==> src/rtl/seq_pkg.sv <==
// Shared types and constants for the board's serial stimulus path.
package seq_pkg;

   // Pattern source FSM states.
   typedef enum logic [1:0] {
      SRC_IDLE,
      SRC_SHIFT,
      SRC_DONE
   } src_state_t;

   // Line level while no pattern is being sent; keeps the detector in its start state.
   localparam logic SRC_IDLE_LEVEL = 1'b1;

endpackage

==> src/rtl/serial_pattern_source_tick_gen.sv <==
// Bit-period prescaler: counts 0..DIV-1 while enabled and strobes tick on the
// last count, then wraps. clr restarts the period so a new bit always gets a
// full DIV clocks.
module tick_gen #(
   parameter int DIV = 50_000_000
) (
   input  logic clk,
   input  logic rst,
   input  logic ena,
   input  logic clr,
   output logic tick
);

   localparam int CW = (DIV > 1) ? $clog2(DIV) : 1;
   localparam logic [CW-1:0] LAST = CW'(DIV - 1);

   logic [CW-1:0] cnt_q;

   assign tick = ena && (cnt_q == LAST);

   // Period counter: restart on clr, hold while disabled, wrap after the last count.
   always_ff @(posedge clk) begin
      // NOTE: registers are written with <= so every flop samples the pre-edge values.
      if (rst) begin
         cnt_q <= '0;
      end else if (clr) begin
         cnt_q <= '0;
      end else if (ena) begin
         cnt_q <= tick ? '0 : cnt_q + CW'(1);
      end
   end

endmodule

==> src/rtl/serial_pattern_source.sv <==
// Serial pattern source feeding the sequence detector's sig_to_test input.
// A load captures up to WIDTH switch bits and shifts them out MSB-first, each
// bit held DIV clocks, with a per-bit strobe and an end-of-pattern done pulse.
// The line idles high.
// Optional build macro SERIAL_SRC_LOOP_EN: adds loop_mode, which replays the
// captured pattern continuously (done pulses once per pass) until stop or rst.
module serial_pattern_source
   import seq_pkg::*;
#(
   parameter int WIDTH = 16,
   parameter int DIV   = 50_000_000,
   parameter int LEN_W = $clog2(WIDTH + 1)
) (
   input  logic             clk,
   input  logic             rst,
   input  logic             ena,
   input  logic             load,
`ifdef SERIAL_SRC_LOOP_EN
   input  logic             loop_mode,
`endif
   input  logic [WIDTH-1:0] pattern,
   input  logic [LEN_W-1:0] len,
   input  logic             stop,
   output logic             sig_out,
   output logic             bit_valid,
   output logic             busy,
   output logic             done,
   output logic [LEN_W-1:0] bits_left
);

   localparam logic [LEN_W-1:0] WIDTH_L = LEN_W'(WIDTH);

   src_state_t       state_q, state_d;
   logic [WIDTH-1:0] shreg_q, shreg_d;
   logic [LEN_W-1:0] bits_left_q, bits_left_d;
   logic             bv_q, bv_d;

   logic             tick;
   logic             accept;
   logic             reload;
   logic [LEN_W-1:0] len_eff;
   logic [WIDTH-1:0] aligned;

   // Oversized lengths clamp to the register width; the first bit to send is
   // moved to the MSB so shifting left always presents the next bit.
   assign len_eff = (len > WIDTH_L) ? WIDTH_L : len;
   assign aligned = pattern << (WIDTH_L - len_eff);

`ifdef SERIAL_SRC_LOOP_EN
   logic [WIDTH-1:0] pat_cap_q;
   logic [LEN_W-1:0] len_cap_q;
   logic             done_loop_q, done_loop_d;
`endif

   tick_gen #(
      .DIV (DIV)
   ) u_tick_gen (
      .clk  (clk),
      .rst  (rst),
      .ena  (ena),
      .clr  (accept | reload),
      .tick (tick)
   );

   // Next-state logic: accept, per-bit shift, abort and completion.
   always_comb begin
      // NOTE: every output of this block gets a default first, so no path infers a latch.
      state_d     = state_q;
      shreg_d     = shreg_q;
      bits_left_d = bits_left_q;
      bv_d        = bv_q;
      accept      = 1'b0;
      reload      = 1'b0;
`ifdef SERIAL_SRC_LOOP_EN
      done_loop_d = done_loop_q;
`endif
      if (ena) begin
         bv_d = 1'b0;
`ifdef SERIAL_SRC_LOOP_EN
         done_loop_d = 1'b0;
`endif
         case (state_q)
            SRC_IDLE: begin
               // stop has priority over load; a zero-length request is ignored.
               if (load && !stop && (len_eff != '0)) begin
                  accept      = 1'b1;
                  state_d     = SRC_SHIFT;
                  shreg_d     = aligned;
                  bits_left_d = len_eff - LEN_W'(1);
                  bv_d        = 1'b1;
               end
            end
            SRC_SHIFT: begin
               if (stop) begin
                  state_d     = SRC_IDLE;
                  bits_left_d = '0;
               end else if (tick) begin
                  if (bits_left_q != '0) begin
                     shreg_d     = shreg_q << 1;
                     bits_left_d = bits_left_q - LEN_W'(1);
                     bv_d        = 1'b1;
                  end
`ifdef SERIAL_SRC_LOOP_EN
                  else if (loop_mode) begin
                     reload      = 1'b1;
                     shreg_d     = pat_cap_q;
                     bits_left_d = len_cap_q - LEN_W'(1);
                     bv_d        = 1'b1;
                     done_loop_d = 1'b1;
                  end
`endif
                  else begin
                     state_d = SRC_DONE;
                  end
               end
            end
            SRC_DONE: begin
               state_d = SRC_IDLE;
            end
            default: begin
               state_d = SRC_IDLE;
            end
         endcase
      end
   end

   // State, shift register, remaining-bit count and strobe registers.
   always_ff @(posedge clk) begin
      // NOTE: the data shift register is reset too; it is only a few flops and keeps sig_out defined.
      if (rst) begin
         state_q     <= SRC_IDLE;
         shreg_q     <= '0;
         bits_left_q <= '0;
         bv_q        <= 1'b0;
      end else begin
         state_q     <= state_d;
         shreg_q     <= shreg_d;
         bits_left_q <= bits_left_d;
         bv_q        <= bv_d;
      end
   end

`ifdef SERIAL_SRC_LOOP_EN
   // Copy of the accepted pattern/length for replay, plus the per-pass done flag.
   always_ff @(posedge clk) begin
      if (rst) begin
         pat_cap_q   <= '0;
         len_cap_q   <= '0;
         done_loop_q <= 1'b0;
      end else begin
         if (accept) begin
            pat_cap_q <= aligned;
            len_cap_q <= len_eff;
         end
         done_loop_q <= done_loop_d;
      end
   end

   assign done = ena && ((state_q == SRC_DONE) || done_loop_q);
`else
   assign done = ena && (state_q == SRC_DONE);
`endif

   assign sig_out   = (state_q == SRC_SHIFT) ? shreg_q[WIDTH-1] : SRC_IDLE_LEVEL;
   assign bit_valid = ena && bv_q;
   assign busy      = (state_q == SRC_SHIFT);
   assign bits_left = bits_left_q;

endmodule

==> config.mk <==
export PLATFORM = sky130hd
export DESIGN_NAME = serial_pattern_source
export DESIGN_NICKNAME = d
export VERILOG_FILES = /design/src/rtl/seq_pkg.sv /design/src/rtl/serial_pattern_source_tick_gen.sv /design/src/rtl/serial_pattern_source.sv
export SDC_FILE = /design/constraint.sdc
export NUM_CORES = 1
export LEC_CHECK = 0
export ABC_AREA = 1
export BUFFER_PORTS_ARGS = -buffer_cell sky130_fd_sc_hd__buf_4
export CAP_MARGIN = 30
export CORE_UTILIZATION = 28
export CTS_CLUSTER_DIAMETER = 60
export DETAILED_ROUTE_END_ITERATION = 10
export REMOVE_ABC_BUFFERS = 1
export SKIP_CTS_REPAIR_TIMING = 1
export SYNTH_ARGS = -nofsm -noshare
export SYNTH_HDL_FRONTEND = slang
export SYNTH_SLANG_ARGS = --single-unit
==> constraint.sdc <==
create_clock -name clk -period 2.7 [get_ports clk]
set_input_delay 0.54 -clock clk [delete_from_list [all_inputs] [get_ports clk]]
set_output_delay 0.54 -clock clk [all_outputs]
set_load 0.1 [all_outputs]
==> run metrics, run 1 <==
slew margin rel. 67.87%; start of the worst register-to-register path u_tick_gen.cnt_q[0]$_SDFFE_PP0P_; Worst Tran Pin Value 481.5 ps; Util after Layout 34.17%; CP required 2880 ps; Fillers 1318; Synth Area in Simple Gates 42.66%; Routed Antenna Nets 0; DIE WIDTH 114.4 um; Detailed Routing Iterations Pass 1 5; post-synthesis sequential area ratio 28.30%; Worst Path Max Fanout 10; # DRC 0; status finished, final reports clean; crit path kind input port to flip-flop; vias in the first global route 3597; leading cell type in the layout, fill and taps excluded nand2_1; grt ovf 0; area occupied by multi-input gates 0.002083 sq mm; number of DRC markers in iteration 0 263; DP HPWL 7181 um; CP bufs+invs 3; hold path start shreg_q[0]$_SDFFE_PP0P_; first-pass GRT wire length 15740 um; routed via count 3772; share of post-route cells with drive strength above 1 13.94%; Synth Area in Compound Gates 13.48%; min Tclk post-route 2413 ps; setup slack, reg-to-reg 790 ps; count of input and output buffers 34; clock transition at the registers of the reported paths 70 ps; hold endpoint shreg_q[0]$_SDFFE_PP0P_; clk_skew 8.362 ps; DR WL/cell 11.48 um; Initial Utilization 29.08%; R2R depth 12; largest net degree at the start of global routing 27; Slowest-stage cell, CP o21ai_0; Synth warnings 0; post-route setup TNS 0 ps; CTS H-tree depth 2; Core Footprint 0.01216 sq mm; fmax 0.4145 GHz; hold depth 2; Max-Cap Viols 0; max incr delay on CP 220 ps; Hold Crit Class flip-flop to flip-flop; P&R area growth vs syn 17.47%; antenna diode count 0; CTS sink cnt 50; Slew Limit Fails 0; endpoints failing hold 0; storage element area 0.001001 sq mm; CTS buffer count 5; cell area after synthesis 0.003537 sq mm; initial antenna violation count 0; Post-Synthesis Cells 579; row count 40; Leak 1.917 nW; DIE AREA 0.01309 sq mm; Synth cell types 37; kind of start point of the critical path input port; maximum vdd drop 0.2814 mV; CP Cell Sequence buf_4 -> nor2_2 -> nand2_1 -> nand2_2 -> nand2_2 -> ha_1 -> nand2_1 -> inv_1 -> ha_1 -> nand3b_1 -> nand2_1 -> nand2_1 -> nor2_1 -> buf_4 -> nand3_2 -> o21ai_0 -> a21oi_1; largest family of logic cells by synthesized area simple AND/OR/NAND/NOR gates; die height 114.4 um; post-synthesis adder-cell area fraction 1.769%; pwr dens 503.9 mW/mm^2; Nets 647; final worst path period share 89.35%; TritonCTS clock tree done; CTS Root Cell clkbuf_16; commonest cells after routing, fill and taps aside nand2_1 (136), nand3_1 (103), inv_1 (80); vias per cell 4.805; # setup viols final 0; worst skew pair latency 290 ps; drt total wl 9014 um; XOR/XNOR Fraction of Synth Area 0.9904%; CP Capture Type flip-flop; total power draw 2.094 mW; Mean Syn Cell Area 6.109 sq um; critical path's top delay family simple AND/OR/NAND/NOR gates; multiplexer share of the synthesized area 0%; CP dominant cell by count nand2_1; register bit total from synthesis 50; routability-driven placement congestion ratio 0.8513; CP arrival 2590 ps; instance count on the critical path 17; FF-to-FF End u_tick_gen.cnt_q[16]$_SDFFE_PP0P_; unrepaired setup endpoints after global routing no; GRT Total Usage 14.59%; I/O pins 35; Clock Tree Buf Depth 2
==> power by group <==
group	leakage, nW	internal, mW	switching, mW	total (mW)
registers	0.406	0.780	0.0240	0.804
logic	1.44	0.214	0.429	0.643
clock network	0.0729	0.368	0.279	0.647
total	1.92	1.36	0.732	2.09
==> flip-flops by register name (all words and copies together), names as in the netlist <==
| name | cells |
|---|---|
| shreg_q | 16 |
| bits_left | 5 |
| bv_q | 1 |
| state_q | 2 |
| u_tick_gen.cnt_q | 26 |
==> per-layer routing <==
| metal | track usage, % | vias up | share of wire, % |
|---|---|---|---|
| met3 | 1.535 | 10 | 3.3 |
| met4 | 4.416 | 0 | 1.3 |
| li1 | - | 1964 | - |
| met1 | 18.67 | 1727 | 47 |
| met2 | 25.74 | 71 | 48 |
| met5 | 0 | - | 0 |
==> layout make-up <==
type                    count  share of cell area (%)
multi-input cells         427                   50.14
repair buffers             49                   9.455
inverters                  83                   7.618
well taps                 168                   5.059
clock inverters             2                  0.3011
flip-flops and latches     50                   24.09
clock buffers               6                   3.342
==> synthesized netlist by cell type <==
library cell / count / share of area, %
o21ai_1: 3 / 0.42
a21oi_1: 46 / 6.5
nand2_2: 8 / 1.4
xor2_1: 3 / 0.74
nand3_1: 103 / 15
o21a_1: 2 / 0.42
inv_6: 1 / 0.25
a31oi_1: 3 / 0.53
nor4_1: 1 / 0.18
nand4_1: 7 / 1.2
clkbuf_1: 1 / 0.11
buf_4: 3 / 0.64
o22ai_1: 2 / 0.35
buf_2: 7 / 0.99
dfxtp_1: 50 / 28
ha_1: 5 / 1.8
nor2_4: 3 / 0.96
a211oi_1: 2 / 0.42
nand3b_1: 2 / 0.42
nor3_1: 12 / 1.7
buf_1: 2 / 0.21
buf_6: 6 / 1.9
inv_1: 80 / 8.5
a21oi_2: 6 / 1.5
o211a_1: 1 / 0.28
nand3_2: 3 / 0.85
nand2_4: 1 / 0.32
nor3_2: 1 / 0.28
nor2_2: 4 / 0.71
inv_2: 1 / 0.11
o21ai_0: 19 / 2.7
nor2_1: 51 / 5.4
clkinv_1: 1 / 0.11
xnor2_1: 1 / 0.25
and2_1: 1 / 0.18
nand2_1: 136 / 14
a211oi_2: 1 / 0.35
==> stage by stage <==
step	hold WS, ps	setup WS [ps]	instance area, sq um	cells
after floorplan	432.1	-465.8	3401	560
after global placement	451.2	74.09	4004	777
after detailed placement	455.6	-1.025	4004	777
after CTS	467.0	301.9	4155	785
after global routing	485.3	48.22	4155	785
final	458.9	287.5	4155	785
==> tightest hold or removal path: stages (launching register included) <==
cell and delay [ps]:
dfxtp_1 300, inv_1 60, a21oi_1 60
==> logic make-up (layout without fill, tap and decap cells) <==
family	after synthesis	after routing
simple gates	333	333
buf+inv	102	140
compound gates	85	85
flops	50	50
fa+ha+maj	5	5
xor+xnor	4	4
==> worst max path at each step <==
stage / start / to
finish: len[1] / bits_left[2]$_SDFFE_PP0P_
global route: len[1] / shreg_q[13]$_SDFFE_PP0P_
CTS: len[1] / bits_left[2]$_SDFFE_PP0P_
detailed placement: len[1] / bits_left[2]$_SDFFE_PP0P_
global placement: len[0] / bits_left[2]$_SDFFE_PP0P_
floorplan: ena / done
Power figures use the tool's default switching activity.
==> run 2, diff against run 1 <==
CORE_ASPECT_RATIO = 1.4   (was unset)
==> run 2 against run 1 <==
Compared with the run above: sequential share of layout area grew 0.24 points; clock power shrank 1%; core utilization shrank 0.75 points; hold slack gained 3.3 ps; sequential cell count is the same; combinational power shrank 2%; non-clock buffer count is the same; via count shrank 2.5%; die area is essentially flat; fmax grew 2.2%; critical endpoint is now shreg_q[2]$_SDFFE_PP0P_; highest routed layer unchanged.
==> run metrics, run 2 (synthesis results as in run 1) <==
row count 48 (was 40); Nets 647 (unchanged); start of the worst register-to-register path u_tick_gen.cnt_q[0]$_SDFFE_PP0P_ (unchanged); Routed Antenna Nets 0 (unchanged); TritonCTS clock tree done (unchanged); Clock Tree Buf Depth 2 (unchanged); final setup margin 338.8 ps (was 287.5 ps); Placed Instance Area 0.003956 sq mm (was 0.004004 sq mm); # DRC 0 (unchanged); DP HPWL 7230 um (was 7181 um); commonest cells after routing, fill and taps aside nand2_1 (136), nand3_1 (103), inv_1 (80) (unchanged); grt ovf 0 (unchanged); CP Capture Type flip-flop (unchanged); Worst Setup SP len[0] (was len[1]); I/O pins 35 (unchanged); Initial Utilization 28.73% (was 29.08%); Worst Path Max Fanout 11 (was 10); GRT Total Usage 14.69% (was 14.59%); number of DRC markers in iteration 0 150 (was 263); Slew Limit Fails 0 (unchanged); kind of start point of the critical path input port (unchanged); DIE AREA 0.01309 sq mm (about the same); vias in the first global route 3497 (was 3597); CTS sink cnt 50 (unchanged); crit path kind input port to flip-flop (unchanged); antenna diode count 0 (unchanged); post-route setup TNS 0 ps (unchanged); initial antenna violation count 0 (unchanged); share of post-route cells with drive strength above 1 13.94% (unchanged); Hold Crit Class flip-flop to flip-flop (unchanged); slew margin rel. 68.01% (was 67.87%); # setup viols final 0 (unchanged); final worst path period share 87.45% (was 89.35%); Largest register FFs 26 (unchanged); setup slack, reg-to-reg 770 ps (was 790 ps); endpoints failing hold 0 (unchanged); hold path start shreg_q[0]$_SDFFE_PP0P_ (unchanged); CTS H-tree depth 2 (unchanged); DR WL/cell 11.96 um (was 11.48 um); Fillers 1330 (was 1318); Post-Layout Inst Area 0.004114 sq mm (was 0.004155 sq mm); worst skew pair latency 290 ps (about the same); pwr dens 504.9 mW/mm^2 (was 503.9 mW/mm^2); drt total wl 9177 um (was 9014 um); CP arrival 2540 ps (was 2590 ps); first-pass GRT wire length 15760 um (was 15740 um); largest net degree at the start of global routing 22 (was 27); Core Footprint 0.01231 sq mm (was 0.01216 sq mm); Setup WS pre-CTS -115.3 ps (was -1.025 ps); min Tclk post-route 2361 ps (was 2413 ps); Detailed Routing Iterations Pass 1 4 (was 5); DIE WIDTH 96.99 um (was 114.4 um); CTS Root Cell clkbuf_16 (unchanged); routability-driven placement congestion ratio 0.8812 (was 0.8513); Largest Register u_tick_gen.cnt_q (unchanged); status finished, final reports clean (unchanged); leading cell type in the layout, fill and taps excluded nand2_1 (unchanged); Max-Cap Viols 0 (unchanged); CTS buffer count 5 (unchanged); unrepaired setup endpoints after global routing no (unchanged); Worst Tran Pin Value 479.4 ps (was 481.5 ps); Leak 1.906 nW (was 1.917 nW); clk_skew 4.835 ps (was 8.362 ps); routed via count 3678 (was 3772); P&R area growth vs syn 16.31% (was 17.47%); fmax 0.4235 GHz (was 0.4145 GHz); total power draw 2.077 mW (was 2.094 mW); vias per cell 4.795 (was 4.805); die height 135.0 um (was 114.4 um); Util after Layout 33.41% (was 34.17%); maximum vdd drop 0.2346 mV (was 0.2814 mV); CP required 2880 ps (about the same); clock transition at the registers of the reported paths 60 ps (was 70 ps); count of input and output buffers 34 (unchanged)
==> run 2: cell count changes in the layout (fill, tap and decap cells not counted), sizes merged <==
cell and delta:
clkbuf +1, clkinvlp -1
==> run 2: metal layers <==
layer  global-route usage (%)  wire (um)  up-vias
met2                    27.39       4809       76
met1                    15.97       3838     1621
met4                    7.380        251        0
li1                         -          -     1964
met3                    2.329        278       17
met5                        0          0        -
==> run 2: path summary, 6_finish.rpt <==
kind / end / cells past startpoint
max: shreg_q[2]$_SDFFE_PP0P_ / 17
min: shreg_q[0]$_SDFFE_PP0P_ / 2
max reg2reg: u_tick_gen.cnt_q[16]$_SDFFE_PP0P_ / 12
min reg2reg: shreg_q[0]$_SDFFE_PP0P_ / 2
==> run 2: stage by stage <==
step                std cells  hold WS (ps)
floorplan                 560         432.1
global placement          759         452.4
detailed placement        759         452.7
CTS                       767         461.8
global route              767         496.2
finish                    767         462.2
==> run 2: layout make-up <==
cell class / instances / area (sq um) / share of cell area [%]
sequential: 50 / 1001 / 24.33
clock inverter: 1 / 5.005 / 0.1217
inverter: 83 / 316.6 / 7.695
tap: 150 / 187.7 / 4.562
timing repair buffer: 49 / 367.9 / 8.942
multi-input combinational: 427 / 2093 / 50.88
clock buffer: 7 / 142.6 / 3.467
==> run 2: worst max-delay path: stages <==
cell,delay (ps)
buf_4,130
nor2_1,100
nand2_1,80
nand2_2,100
nand2_2,60
ha_1,200
nand2_1,70
inv_1,50
ha_1,160
nand3b_1,170
nand2_1,70
nand2_1,70
nor2_2,190
nand2_4,130
buf_4,190
a21oi_1,150
a21oi_2,60
==> run 2: power breakdown <==
| part | internal (mW) | leakage [nW] | switching [mW] |
|---|---|---|---|
| Clock | 0.368 | 0.0739 | 0.271 |
| Sequential | 0.780 | 0.406 | 0.0246 |
| Combinational | 0.208 | 1.43 | 0.426 |
| Total | 1.36 | 1.91 | 0.721 |
==> run 3, diff against run 2 <==
CTS_BUF_LIST = sky130_fd_sc_hd__clkbuf_8   (was unset)
==> run 3 against run 2 <==
Compared with the run above: combinational power about the same; sequential cell count stayed put; cell count is the same; global-route usage about the same.
==> run metrics, run 3 (synthesis results as in run 1) <==
# setup viols final 0 (unchanged); Routed Antenna Nets 0 (unchanged); leading cell type in the layout, fill and taps excluded nand2_1 (unchanged); Worst Path Max Fanout 11 (unchanged); # DRC 0 (unchanged); grt ovf 0 (unchanged); DIE AREA 0.01309 sq mm (unchanged); Initial Utilization 28.73% (unchanged); worst skew pair latency 310 ps (was 290 ps); Slowest-stage cell, CP nor2_1 (was ha_1); CTS sink cnt 50 (unchanged); number of DRC markers in iteration 0 131 (was 150); Worst Tran Pin Value 494.5 ps (was 479.4 ps); Clock Tree Buf Depth 2 (unchanged); Max-Cap Viols 0 (unchanged); pwr dens 467.8 mW/mm^2 (was 504.9 mW/mm^2); initial antenna violation count 0 (unchanged); CP dominant cell by count nand2_1 (unchanged); routed via count 3668 (was 3678); Hold Crit Class input port to flip-flop (was flip-flop to flip-flop); max incr delay on CP 260 ps (was 200 ps); count of input and output buffers 34 (unchanged); clock transition at the registers of the reported paths 90 ps (was 60 ps); unrepaired setup endpoints after global routing no (unchanged); kind of start point of the critical path input port (unchanged); DR WL/cell 11.88 um (was 11.96 um); TritonCTS clock tree done (unchanged); CP required 2910 ps (was 2880 ps); maximum vdd drop 0.1703 mV (was 0.2346 mV); I/O pins 35 (unchanged); endpoints failing hold 0 (unchanged); drt total wl 9114 um (was 9177 um); antenna diode count 0 (unchanged); Largest Register u_tick_gen.cnt_q (unchanged); slew margin rel. 67.00% (was 68.01%); CP Capture Type flip-flop (unchanged); routability-driven placement congestion ratio 0.8812 (unchanged); Slew Limit Fails 0 (unchanged); Core Footprint 0.01231 sq mm (unchanged); Fillers 1338 (was 1330); Detailed Routing Iterations Pass 1 4 (unchanged); clk_skew 6.821 ps (was 4.835 ps); Nets 647 (unchanged); Largest register FFs 26 (unchanged); CTS buffer count 5 (unchanged); Leak 1.885 nW (was 1.906 nW); CP arrival 2630 ps (was 2540 ps); first-pass GRT wire length 15730 um (was 15760 um); min Tclk post-route 2421 ps (was 2361 ps); DP HPWL 7230 um (unchanged); die height 135.0 um (unchanged); vias in the first global route 3476 (was 3497); vias per cell 4.782 (was 4.795); status finished, final reports clean (unchanged); largest net degree at the start of global routing 22 (unchanged); P&R area growth vs syn 14.64% (was 16.31%); post-route setup TNS 0 ps (unchanged); fmax 0.4130 GHz (was 0.4235 GHz); CTS H-tree depth 2 (unchanged); GRT Total Usage 14.64% (was 14.69%); share of post-route cells with drive strength above 1 13.78% (was 13.94%); CTS Root Cell clkbuf_8 (was clkbuf_16); CP Cell Sequence buf_4 -> nor2_1 -> nand2_1 -> nand2_2 -> nand2_2 -> ha_1 -> nand2_1 -> inv_1 -> ha_1 -> nand3b_1 -> nand2_1 -> nand2_1 -> nor2_1 -> nand2_4 -> buf_4 -> a21oi_1 -> a21oi_2 (was buf_4 -> nor2_1 -> nand2_1 -> nand2_2 -> nand2_2 -> ha_1 -> nand2_1 -> inv_1 -> ha_1 -> nand3b_1 -> nand2_1 -> nand2_1 -> nor2_2 -> nand2_4 -> buf_4 -> a21oi_1 -> a21oi_2); commonest cells after routing, fill and taps aside nand2_1 (136), nand3_1 (103), inv_1 (81) (was nand2_1 (136), nand3_1 (103), inv_1 (80)); DIE WIDTH 96.99 um (unchanged); Util after Layout 32.94% (was 33.41%); row count 48 (unchanged); crit path kind input port to flip-flop (unchanged); final worst path period share 89.68% (was 87.45%)
## run 3: changes by cell type in the layout (fill, tap and decap cells not counted), sizes merged
cell / delta
clkbuf: -1
inv: +1
## run 3: layer usage
layer	up-vias	share of wire, %	global-route usage, %
li1	1957	-	-
met1	1619	42	16.16
met2	74	52	27.46
met3	18	3.0	2.070
met4	0	3.0	6.799
met5	-	0	0
## run 3: power by group
part,leakage (nW),switching (mW),internal (mW)
Combinational,1.43,0.425,0.207
Sequential,0.406,0.0243,0.780
Clock,0.0524,0.256,0.204
Total,1.89,0.706,1.19
## run 3: worst paths after layout
kind	depth (start not counted)	slack (ps)	end	from
min reg2reg	2	470	shreg_q[0]$_SDFFE_PP0P_	shreg_q[0]$_SDFFE_PP0P_
min	2	460	bv_q$_SDFFE_PP0P_	rst
max	17	280	shreg_q[5]$_SDFFE_PP0P_	len[0]
max reg2reg	12	780	u_tick_gen.cnt_q[16]$_SDFFE_PP0P_	u_tick_gen.cnt_q[0]$_SDFFE_PP0P_
## run 3: layout make-up
class	instances	area (sq um)	share of cell area [%]
flip-flops and latches	50	1001	24.68
well taps	150	187.7	4.628
clock buffers	6	82.58	2.036
repair buffers	49	367.9	9.071
inverters	83	316.6	7.806
multi-input cells	427	2091	51.56
clock inverters	2	8.758	0.2160
## run 3: per-stage QoR
step | area (sq um) | hold WS (ps) | power, mW | cells | worst slack, ps
2_1_floorplan | 3401 | 432.1 | 1.262 | 560 | -465.8
3_3_place_gp | 3956 | 452.4 | 1.455 | 759 | -54.26
3_5_place_dp | 3956 | 452.7 | 1.454 | 759 | -115.3
4_1_cts | 4048 | 460.2 | 1.915 | 767 | 215.7
5_1_grt | 4055 | 466.5 | 2.028 | 767 | 31.14
6_report | 4055 | 462.9 | 1.897 | 767 | 278.6
## run 3: worst max-delay path, delay by kind of cell
kind / cells / cell delay [ps]
fa+ha+maj: 2 / 360
buf+inv: 3 / 380
compound gates: 2 / 220
simple gates: 10 / 1120
